--- src/rtl/cache_fill_fsm.sv ---
// Cache miss fill engine: fetches an 8-word block from main memory and streams it
// into the I- or D-cache data array, with the D-side winning simultaneous misses.
module cache_fill_fsm #(
  parameter int unsigned WORDS_PER_BLOCK = 8,
  parameter int unsigned MEM_LATENCY     = 4
) (
  input  logic        clk,
  input  logic        rst,
  input  logic        i_miss,
  input  logic [15:0] i_miss_addr,
  input  logic        d_miss,
  input  logic [15:0] d_miss_addr,
  output logic        i_stall,
  output logic        d_stall,
  output logic        mem_en,
  output logic [15:0] mem_addr,
  input  logic        mem_data_valid,
  input  logic [15:0] mem_data,
  output logic        fill_we,
  output logic        fill_sel,
  output logic [2:0]  fill_word,
  output logic [15:0] fill_data,
  output logic        fill_tag_we,
  output logic [15:0] fill_base
);

  localparam logic [3:0]  BLOCK_WORDS = 4'(WORDS_PER_BLOCK);
  localparam logic [3:0]  LAST_WORD   = 4'(WORDS_PER_BLOCK - 1);
  localparam logic [15:0] BLOCK_MASK  = ~16'(2 * WORDS_PER_BLOCK - 1);

  // Port widths (fill_word, 4-bit counters) are sized for an 8-word block only.
  if (WORDS_PER_BLOCK != 8 || MEM_LATENCY < 1) begin : g_param_check
    $error("cache_fill_fsm: unsupported parameterisation");
  end

  typedef enum logic {
    IDLE,
    FILL
  } state_t;

  state_t      r_state;
  state_t      w_state_nxt;
  logic        r_sel;
  logic [15:0] r_base;
  logic [3:0]  r_tx_cnt;
  logic [3:0]  r_rx_cnt;

  logic        w_start;
  logic        w_start_sel;
  logic [15:0] w_start_base;
  logic        w_issue;
  logic        w_recv;
  logic        w_last;

  always_comb begin
    w_start      = (r_state == IDLE) && (d_miss || i_miss);
    w_start_sel  = d_miss;
    w_start_base = d_miss ? (d_miss_addr & BLOCK_MASK) : (i_miss_addr & BLOCK_MASK);
    w_issue      = (r_state == FILL) && (r_tx_cnt < BLOCK_WORDS);
    w_recv       = (r_state == FILL) && mem_data_valid && (r_rx_cnt < BLOCK_WORDS);
    w_last       = w_recv && (r_rx_cnt == LAST_WORD);
  end

  always_ff @(posedge clk) begin
    if (rst) begin
      r_state <= IDLE;
    end else begin
      r_state <= w_state_nxt;
    end
  end

  always_comb begin
    w_state_nxt = r_state;
    unique case (r_state)
      IDLE: if (d_miss || i_miss) w_state_nxt = FILL;
      FILL: if (w_last)           w_state_nxt = IDLE;
      default:                    w_state_nxt = IDLE;
    endcase
  end

  // Base and target are captured once per fill; later miss-address changes are ignored.
  always_ff @(posedge clk) begin
    if (rst) begin
      r_sel    <= 1'b0;
      r_base   <= '0;
      r_tx_cnt <= '0;
      r_rx_cnt <= '0;
    end else if (w_start) begin
      r_sel    <= w_start_sel;
      r_base   <= w_start_base;
      r_tx_cnt <= '0;
      r_rx_cnt <= '0;
    end else begin
      if (w_issue) r_tx_cnt <= r_tx_cnt + 4'd1;
      if (w_recv)  r_rx_cnt <= r_rx_cnt + 4'd1;
    end
  end

  always_comb begin
    i_stall     = i_miss || ((r_state == FILL) && !r_sel);
    d_stall     = d_miss || ((r_state == FILL) && r_sel);
    mem_en      = w_issue;
    mem_addr    = '0;
    fill_we     = w_recv;
    fill_sel    = 1'b0;
    fill_word   = '0;
    fill_data   = '0;
    fill_tag_we = w_last;
    fill_base   = r_base;
    if (w_issue) begin
      mem_addr = r_base + {11'd0, r_tx_cnt, 1'b0};
    end
    if (w_recv) begin
      fill_sel  = r_sel;
      fill_word = r_rx_cnt[2:0];
      fill_data = mem_data;
    end
  end

endmodule

--- config.mk ---
export PLATFORM = sky130hd
export DESIGN_NAME = cache_fill_fsm
export DESIGN_NICKNAME = d
export VERILOG_FILES = /design/src/rtl/cache_fill_fsm.sv
export SDC_FILE = /design/constraint.sdc
export NUM_CORES = 1
export LEC_CHECK = 0
export ABC_AREA = 0
export CORE_ASPECT_RATIO = 0.6
export CORE_MARGIN = 4
export CORE_UTILIZATION = 31
export CTS_CLUSTER_SIZE = 25
export DETAILED_ROUTE_END_ITERATION = 16
export PLACE_DENSITY = 0.79
export SYNTH_ARGS = -nofsm -noshare
export SYNTH_HDL_FRONTEND = slang
export SYNTH_SLANG_ARGS = --single-unit
--- constraint.sdc ---
create_clock -name clk -period 2 [get_ports clk]
set_input_delay 0.6 -clock clk [delete_from_list [all_inputs] [get_ports clk]]
set_output_delay 0.6 -clock clk [all_outputs]
set_load 0.005 [all_outputs]
[Word-level counts from Yosys, hierarchy flattened]
Cells that the tools add are included.
Storage, ports and cells
  register bits after elaboration: 26
  input port bits: 53
  output and inout port bits: 57
Cells by class
  add/subtract/negate cells: 3
  $lt $le $gt $ge: 2
  eq/ne operators: 1
  muxes and demuxes: 8
  bitwise gates (word level): 1
  reductions and logical operators: 12
Operators with widths (count)
  16-bit 2-to-1 mux: 3
  16-bit by 5-bit adder with 16-bit output: 1
  4-bit by 1-bit adder with 4-bit output, second input constant: 2
  4-bit < comparator, second input constant: 2
  1-bit logical AND: 7
  4-bit by 3-bit == test with 1-bit output, second input constant: 1
  1-bit logical OR: 3
  1-bit 2-to-1 mux: 3
  3-bit 2-to-1 mux: 1
  1-bit one-hot mux with 2 select lines: 1
  2-bit OR reduction: 1
  1-bit logical NOT: 1
  1-bit inverter: 1

[Longest topological paths before layout]
Gate-level depths: netlist (run 1).
  depth in word-level cells: 5
  mapped depth: 6
  mapped depth without buffers: 4

[Worst setup path before layout (run 1)]
Ideal clock, no wire load.
  kind: flip-flop to output port
  start: register r_base[4], in the netlist fill_base[4]
  end: output port mem_addr[14]
  arrival: 1.407 ns
  data required time: 1.400 ns
  slack: -0.007 ns
  stages on the path, launching flop included: 5
  cell sequence: dfxtp_1 ha_1 nand4_4 or4_1 a21oi_1
On the way
  word-level cells in the longest chain between the ends: 2
RTL lines
  start: declaration: line 44  | logic [15:0] r_base;
  start signal: assignment: line 90  | r_base <= w_start_base;
  16-bit by 5-bit adder with 16-bit output: line 111  | mem_addr = r_base + {11'd0, r_tx_cnt, 1'b0};
  16-bit 2-to-1 mux: line 110  | if (w_issue) begin
  end: declaration: line 16  | output logic [15:0] mem_addr,
Every way passes these cells.

[Worst setup path after layout (run 1)]
  start: register r_base[4], in the netlist fill_base[4]
  end: output port mem_addr[13]
The elaborated chain is that of the path after synthesis.

==> results of run 1 <==
==> final cells by class <==
type                    instances  share of cell area, %
multi-input cells             139                   34.1
clock buffers                   4                   1.63
flip-flops and latches         22                   13.5
repair inverters                1                  0.222
inverters                       5                  0.703
well taps                      63                   2.33
repair buffers                167                   47.4
==> flip-flops by register name, summed over array words and instances (netlist names) <==
signal,flops
fill_base,12
r_rx_cnt,4
r_tx_cnt,4
r_sel,1
r_state,1
==> cell families (layout without fill, tap and decap cells) <==
kind of cell | Yosys count | after routing
AO/OA/AOI/OAI | 33 | 33
buffers and inverters | 22 | 177
AND/OR/NAND/NOR | 75 | 75
flip-flops | 22 | 22
other | 1 | 5
multiplexers | 14 | 14
XOR/XNOR | 8 | 8
adder cells (fa/ha/maj) | 4 | 4
==> cells in the final DEF, fill, tap and decap left out, types with 3 or more instances in the layout <==
| master | n |
|---|---|
| clkdlybuf4s50_1 | 52 |
| buf_4 | 44 |
| buf_6 | 43 |
| and2_4 | 21 |
| nor2_1 | 19 |
| mux2i_1 | 14 |
| dfxtp_1 | 14 |
| buf_2 | 14 |
| a211oi_1 | 12 |
| a21oi_2 | 6 |
| nand2_1 | 6 |
| dlygate4sd2_1 | 6 |
| conb_1 | 5 |
| dfxtp_2 | 5 |
| buf_12 | 5 |
| or3_4 | 4 |
| inv_1 | 4 |
| xnor2_1 | 4 |
| clkbuf_8 | 4 |
| o21ai_0 | 3 |
| and2_1 | 3 |
| nor2_4 | 3 |
| a21o_1 | 3 |
| dfxtp_4 | 3 |
==> critical path, delay by kind of cell, from the launching register on <==
| family | cells | cell delay [ns] |
|---|---|---|
| DFF | 1 | 0.38 |
| and+or+nand+nor | 2 | 0.53 |
| AOI/OAI and AO/OA | 1 | 0.16 |
| buffers and inverters | 2 | 0.31 |
| adders and majority gates | 1 | 0.13 |
==> power groups by stage <==
stage | Sequential [mW] | Clock [mW] | Combinational (mW)
floorplan | 0.536 | 0 | 0.209
detailed placement | 0.532 | 0 | 0.593
finish | 0.530 | 0.319 | 0.815
global route | 0.536 | 0.351 | 0.867
CTS | 0.521 | 0.322 | 0.792
global placement | 0.530 | 0 | 0.580
==> per-layer routing <==
metal / GRT usage (%) / vias to the layer above / routed length [um]
met1: 25.7 / 919 / 2720
met4: 3.40 / 0 / 78
met2: 43.0 / 55 / 3670
met5: 0 / - / 0
li1: - / 932 / -
met3: 3.39 / 8 / 324
==> how the worst max path moves through the flow <==
stage | cells past startpoint | to | from
after CTS | 6 | mem_addr[13] | fill_base[4]
final | 6 | mem_addr[13] | fill_base[4]
after global routing | 7 | mem_addr[11] | fill_base[4]
after detailed placement | 5 | fill_data[1] | mem_data_valid
after floorplan | 4 | mem_addr[14] | fill_base[4]
after global placement | 5 | fill_data[12] | mem_data_valid
==> through the flow <==
stage,utilization (%),cells,hold WS (ns)
after floorplan,-,183,0.461
after global placement,60.0,363,0.479
after detailed placement,60.0,363,0.484
after CTS,72.2,399,0.495
after global routing,74.1,401,0.550
final,74.1,401,0.518
==> repair_timing <==
| action | in CTS | in global routing |
|---|---|---|
| cloned | 5 | 0 |
| buffers inserted | 27 | 9 |
| pin swaps | 35 | 11 |
| gates resized for setup | 238 | 41 |
| setup endpoints to repair | 40 | 39 |
==> metrics.md, run 1 <==
| Metric | Value |
|---|---|
| Critical path start-end classification | flip-flop to output port |
| Vias post-DR | approximately 1.9k |
| R2r startpoint | r_rx_cnt[3] |
| Basic-gate share of the synthesized area counting and, or, nand and nor cells | approximately 29% |
| DR vias/cell | 4.77 |
| Post-CTS Hold Fix Bufs | 0 |
| Gate count of the mapped netlist | approximately 180 |
| Worst VDD drop | 0.347 mV |
| Synthesized-area fraction occupied by ao, oa, aoi and oai cells | between 10% and 20% |
| Routed Antenna Nets | 0 |
| Number of synthesized register bits | 22 |
| Final net count | between 300 and 400 |
| Maximum number of pins on one net before global-route repair | 26 |
| Slowest cell delay on critical path | about 0.41 ns |
| Startpoint of the most critical hold path | r_tx_cnt[1] |
| Number of failing setup endpoints in the final timing report | 35 |
| First-pass GRT wire length | ~10000 um |
| Dominant combinational cell family by area after synthesis | simple AND/OR/NAND/NOR gates |
| Final Total Pwr | roughly 1.7 mW |
| Total CTS buffers | 3 |
| Summed area of non-filler cells in the final layout | 3380 um2 |
| Width of the chip | 96.8 um |
| Vertical extent of the die | 61.3 um |
| Number of port buffers | 96 |
| Clock sink count | 22 |
| Power density over the cells | 492 nW/um2 |
| Maximum number of buffers from clock root to sink | 2 |
| Period utilization | 119% |
| Part of the Yosys area used for sequential elements | 30.0% |
| Dominant synthesized flop cell | dfxtp_1 |
| Worst flop-to-flop path endpoint | r_rx_cnt[1] |
| Clock group share of total power | 19.1% |
| Fillcell total | 312 |
| Share of the synthesized area in the top cell type | 30.0% |
| Placer congestion estimate | 0.814 |
| Number of antenna violations at the first check in global routing | 0 |
| Antenna diodes | 0 |
| Post-synthesis instance area | 1470 um2 |
| Number of cells on the worst reg-to-reg path | 7 |
| Insertion delay of the later-clocked pin in the worst-skew pair | about 0.26 ns |
| Leakage power summed over all cells | 1.51 nW |
| Switching portion of total power | 30.8% |
| Worst Skew | between 0.002 and 0.003 ns |
| Hold Path Cell Cnt | 2 |
| Multi-input gate area | 1150 um2 |
| Cells along the critical path | ha_4 > nand4_1 > buf_4 > or4_4 > a21oi_2 > buf_2 |
| Power share of the combinational group | 49.0% |
| Share of cell area taken by muxes after synthesis | about a tenth |
| Initial Util | 32.1% |
| Syn avg cell area | 8.19 um2 |
| Number of levels in the clock H-tree | 1 |
| Worst Slack Setup Final | -0.385 ns |
| Cell internal power dissipation | roughly 1.2 mW |
| Number of rows created at floorplan | 19 |
| GRT Total Usage | approximately 22% |
| DRC Markers | 0 |
| Cell type contributing the most total cell area after synthesis | dfxtp_1 |
| Crit-path max FO | 3 |
| Die Footprint | around 6000 um2 |
| Synthesized-area fraction occupied by xor and xnor cells | around 4.8% |
| Vias in the first global route | 1895 |
| Kind of end point of the critical path | output port |
| Share of async-settable or async-resettable flops after synthesis | 0% |
| EDFF count, synth | 0 |
| Placed cell areas | 2740 um2 |
| Count of pins on the block boundary | 110 |
| Adder-cell area share of the yosys netlist | roughly 3.4% |
| Setup slack on the worst flop-to-flop path | 0.60 ns |
| Required time reported for the critical path endpoint | 1.40 ns |
| HPWL Detailed | 4140 um |
| Total detailed-routing wirelength | 6790 um |
| Detailed-router iteration count before antenna repair | 4 |
| DP Worst Slack | -0.801 ns |
| Cell types with the highest counts after synthesis | 24 x and2_1, 22 x dfxtp_1, 22 x nor2_1 |
| Outcome | finished, violations left |
| Fin. Hold Viols | 0 |
| Fraction of layout cells with a size suffix above 1 | 51.5% |
| Synth Warn # | 0 |
| Sequential standard cell area | ~460 um2 |
| Floorplan core area | 4560 um2 |
| Failing checks | setup timing |
| Max Slew Vio Count | 0 |
| Kind of path behind the tightest hold check | flip-flop to flip-flop |
| Net switching power | 513 uW |
| Total congestion overflow | 0 |
| Setup TNS after final layout | -5.33 ns |
| Yosys cell types | 35 |
| Slowest stage cell on the critical path | or4_4 |
| Setup repair after global routing missed its margin | true |
| Destination of the worst hold path | r_tx_cnt[1] |
| Power share of the sequential group | 31.9% |
| Arr. time, crit path | 1.79 ns |
| Iteration-0 DRC count of the detailed router | 48 |
| Root Buffer | clkbuf_8 |
| Top post-synthesis cells by area | dfxtp_1 30%, and2_1 10%, mux2i_1 9.6% |
| Clock transition at the register clock pins on the worst setup and hold paths after CTS | 0.08 ns |
| Max cap viols | 0 |
| Min cycle time layout | 2.39 ns |
| Type of element launching the critical path | flip-flop |
| Detail-routed net length per standard cell | between 15 and 20 um |
| Count leader, synth | and2_1 |
| Area growth syn-to-layout | 131% |
| Clock tree from TritonCTS | done |
| Timing-limited maximum frequency | 419 MHz |
Power figures use the tool's default switching activity.
==> inputs of run 2 (changes only) <==
--- a/config.mk
+++ b/config.mk
@@ -8,10 +8,9 @@
 export ABC_AREA = 0
 export CORE_ASPECT_RATIO = 0.6
 export CORE_MARGIN = 4
-export CORE_UTILIZATION = 31
-export CTS_CLUSTER_SIZE = 25
+export CORE_UTILIZATION = 34
 export DETAILED_ROUTE_END_ITERATION = 16
-export PLACE_DENSITY = 0.79
+export PLACE_DENSITY = 0.83
 export SYNTH_ARGS = -nofsm -noshare
 export SYNTH_HDL_FRONTEND = slang
 export SYNTH_SLANG_ARGS = --single-unit
==> constraint.sdc (replaced) <==
create_clock -name clk -period 2.6 [get_ports clk]
set_input_delay 0.78 -clock clk [delete_from_list [all_inputs] [get_ports clk]]
set_output_delay 0.78 -clock clk [all_outputs]
set_load 0.005 [all_outputs]
==> run 2 against run 1 <==
Global-route usage down 3.8 points. Total power down 35%. The run still ends with setup timing left. Hold slack worse by 0.0062 ns. Combinational power fell by 43%.
==> metrics.md, run 2 (synthesized netlist as in run 1, its figures left out) <==
| Metric | Value |
|---|---|
| Slowest stage cell on the critical path | dfxtp_4 |
| Routed Antenna Nets | 0 |
| Iteration-0 DRC count of the detailed router | 71 |
| Worst Slack Setup Final | -0.0466 ns |
| Cells along the critical path | ha_4 > nand4_1 > buf_4 > nor4_4 > mux2i_1 > buf_2 |
| Clock sink count | 22 |
| GR Layer Usage met2 | 31.1% |
| Worst Skew | 0.00619 ns |
| Total detailed-routing wirelength | between 5000 and 6000 um |
| Number of antenna violations at the first check in global routing | 0 |
| Number of levels in the clock H-tree | 1 |
| Failing checks | setup timing |
| Total CTS buffers | 3 |
| Fraction of layout cells with a size suffix above 1 | 29.6% |
| Area growth syn-to-layout | 95.9% |
| Vias in the first global route | 1632 |
| Total congestion overflow | 0 |
| Net switching power | 333 uW |
| Grt peak-use layer | met2 |
| Clock transition at the register clock pins on the worst setup and hold paths after CTS | about 0.08 ns |
| First-pass GRT wire length | 7760 um |
| Floorplan core area | 4140 um2 |
| Number of rows created at floorplan | 18 |
| Crit-path max FO | 4 |
| Power share of the sequential group | about two fifths |
| GRT Total Usage | 17.8% |
| Leading cell type in the layout, fill and taps excluded | clkdlybuf4s50_1 |
| Placed cell areas | 2620 um2 |
| Outcome | finished, violations left |
| Critical path start-end classification | flip-flop to output port |
| Cell internal power dissipation | 750 uW |
| Fillcell total | between 300 and 400 |
| Setup repair after global routing missed its margin | true |
| Commonest cells after routing, fill and taps aside | 56 x clkdlybuf4s50_1, 39 x buf_4, 23 x and2_1 |
| Type of element launching the critical path | flip-flop |
| DRC Markers | 0 |
| Detail-routed net length per standard cell | 15.2 um |
| Kind of cell with the highest combined delay on the critical path | simple AND/OR/NAND/NOR gates |
| Kind of path behind the tightest hold check | flip-flop to flip-flop |
| Power density over the cells | 377 nW/um2 |
| DR vias/cell | 4.70 |
| Initial Util | between 30% and 40% |
| Slowest cell delay on critical path | between 0.3 and 0.4 ns |
| Period utilization | 102% |
| Switching portion of total power | 30.8% |
| Flip-flop count of the largest register after layout | 12 |
| Final net count | 370 |
| Power share of the combinational group | 42.6% |
| Post-CTS Hold Fix Bufs | 0 |
| Clock group share of total power | 19.2% |
| Maximum number of buffers from clock root to sink | 2 |
| Number of buffers and inverters on the critical path | 2 |
| Count of pins on the block boundary | 110 |
| Leakage power summed over all cells | around 1.4 nW |
| HPWL Detailed | roughly 3900 um |
| Met1 usage | 23.5% |
| Timing-limited maximum frequency | around 380 MHz |
| Max cap viols | 0 |
| Root Buffer | clkbuf_8 |
| Total instance count after detailed placement | around 350 |
| Count of non-filler cells in the finished layout | 371 |
| Fin. Hold Viols | 0 |
| Min cycle time layout | 2.65 ns |
| Max Slew Vio Count | 0 |
| Vertical extent of the die | 58.9 um |
| Global routing usage on met3 | 2.94% |
| Worst VDD drop | 0.209 mV |
| Clock tree from TritonCTS | done |
| Placer congestion estimate | 0.845 |
| Insertion delay of the later-clocked pin in the worst-skew pair | 0.26 ns |
| Summed area of non-filler cells in the final layout | 2870 um2 |
| Kind of end point of the critical path | output port |
| Antenna diodes | 0 |
| Maximum number of pins on one net before global-route repair | 21 |
| Die Footprint | 5460 um2 |
| Width of the chip | 92.8 um |
| Arr. time, crit path | 1.87 ns |
| Vias post-DR | 1744 |
| Final core utilization | between 60 and 70% |
| Number of failing setup endpoints in the final timing report | 3 |
| Number of port buffers | 96 |
| Detailed-router iteration count before antenna repair | 4 |
| Required time reported for the critical path endpoint | 1.82 ns |
## run 2: cell count changes in the layout (fill, tap and decap cells not counted), sizes merged, moves of 2 or more
cell and change:
dlymetal6s2s +8, dlygate4sd2 +2, clkdlybuf4s15 +7, clkbuf -2
buf -45, clkdlybuf4s50 +4
## run 2: cell type report
class	count	area (um2)	area share (%)
repair buffers	142	1270	44.1
inverters	5	21.3	0.740
well taps	60	75.1	2.61
multi-input cells	139	1010	35.3
flip-flops and latches	22	453	15.8
clock buffers	3	41.3	1.44
## run 2: final timing paths
| kind | slack, ns | end | start | cells past startpoint |
|---|---|---|---|---|
| worst max-delay path | -0.05 | mem_addr[15] | r_tx_cnt[3] | 6 |
| worst min-delay path | 0.51 | r_tx_cnt[1] | r_tx_cnt[1] | 2 |
| worst max register to register | 1.02 | r_rx_cnt[1] | r_state | 7 |
| worst min register to register | 0.51 | r_tx_cnt[1] | r_tx_cnt[1] | 2 |
## run 2: through the flow
step                      hold WS [ns]  setup WS, ns  power [mW]  setup TNS, ns
after floorplan                  0.461         0.334       0.573              0
after global placement           0.482        -0.484       0.822         -10.19
after detailed placement         0.489        -0.498       0.831         -10.40
after CTS                        0.502        -0.175        1.06         -0.425
after global routing             0.533        -0.165        1.14         -0.526
final                            0.512       -0.0466        1.08        -0.0992
## run 2: per-layer routing
layer  up-vias  share of wire (%)
li1        881                  -
met1       796                 42
met2        55                 49
met3        12                6.4
met4         0                1.9
met5         -                  0
## run 2: power groups by stage
stage	combinational (mW)	sequential [mW]	clock [mW]
6_report	0.462	0.414	0.208
5_1_grt	0.495	0.417	0.226
4_1_cts	0.440	0.406	0.210
3_5_place_dp	0.417	0.414	0
3_3_place_gp	0.409	0.413	0
2_1_floorplan	0.160	0.413	0
## run 2: what timing repair did
item	4_1_cts	5_1_grt
setup buffers	16	5
pin swaps	6	9
setup endpoints to repair	37	30
gates resized for setup	99	37
cloned	1	0
## run 2: worst min-delay path, cell delays in order (launching register included)
cell	delay, ns
dfxtp_1	0.35
nand2_1	0.07
a21oi_1	0.06
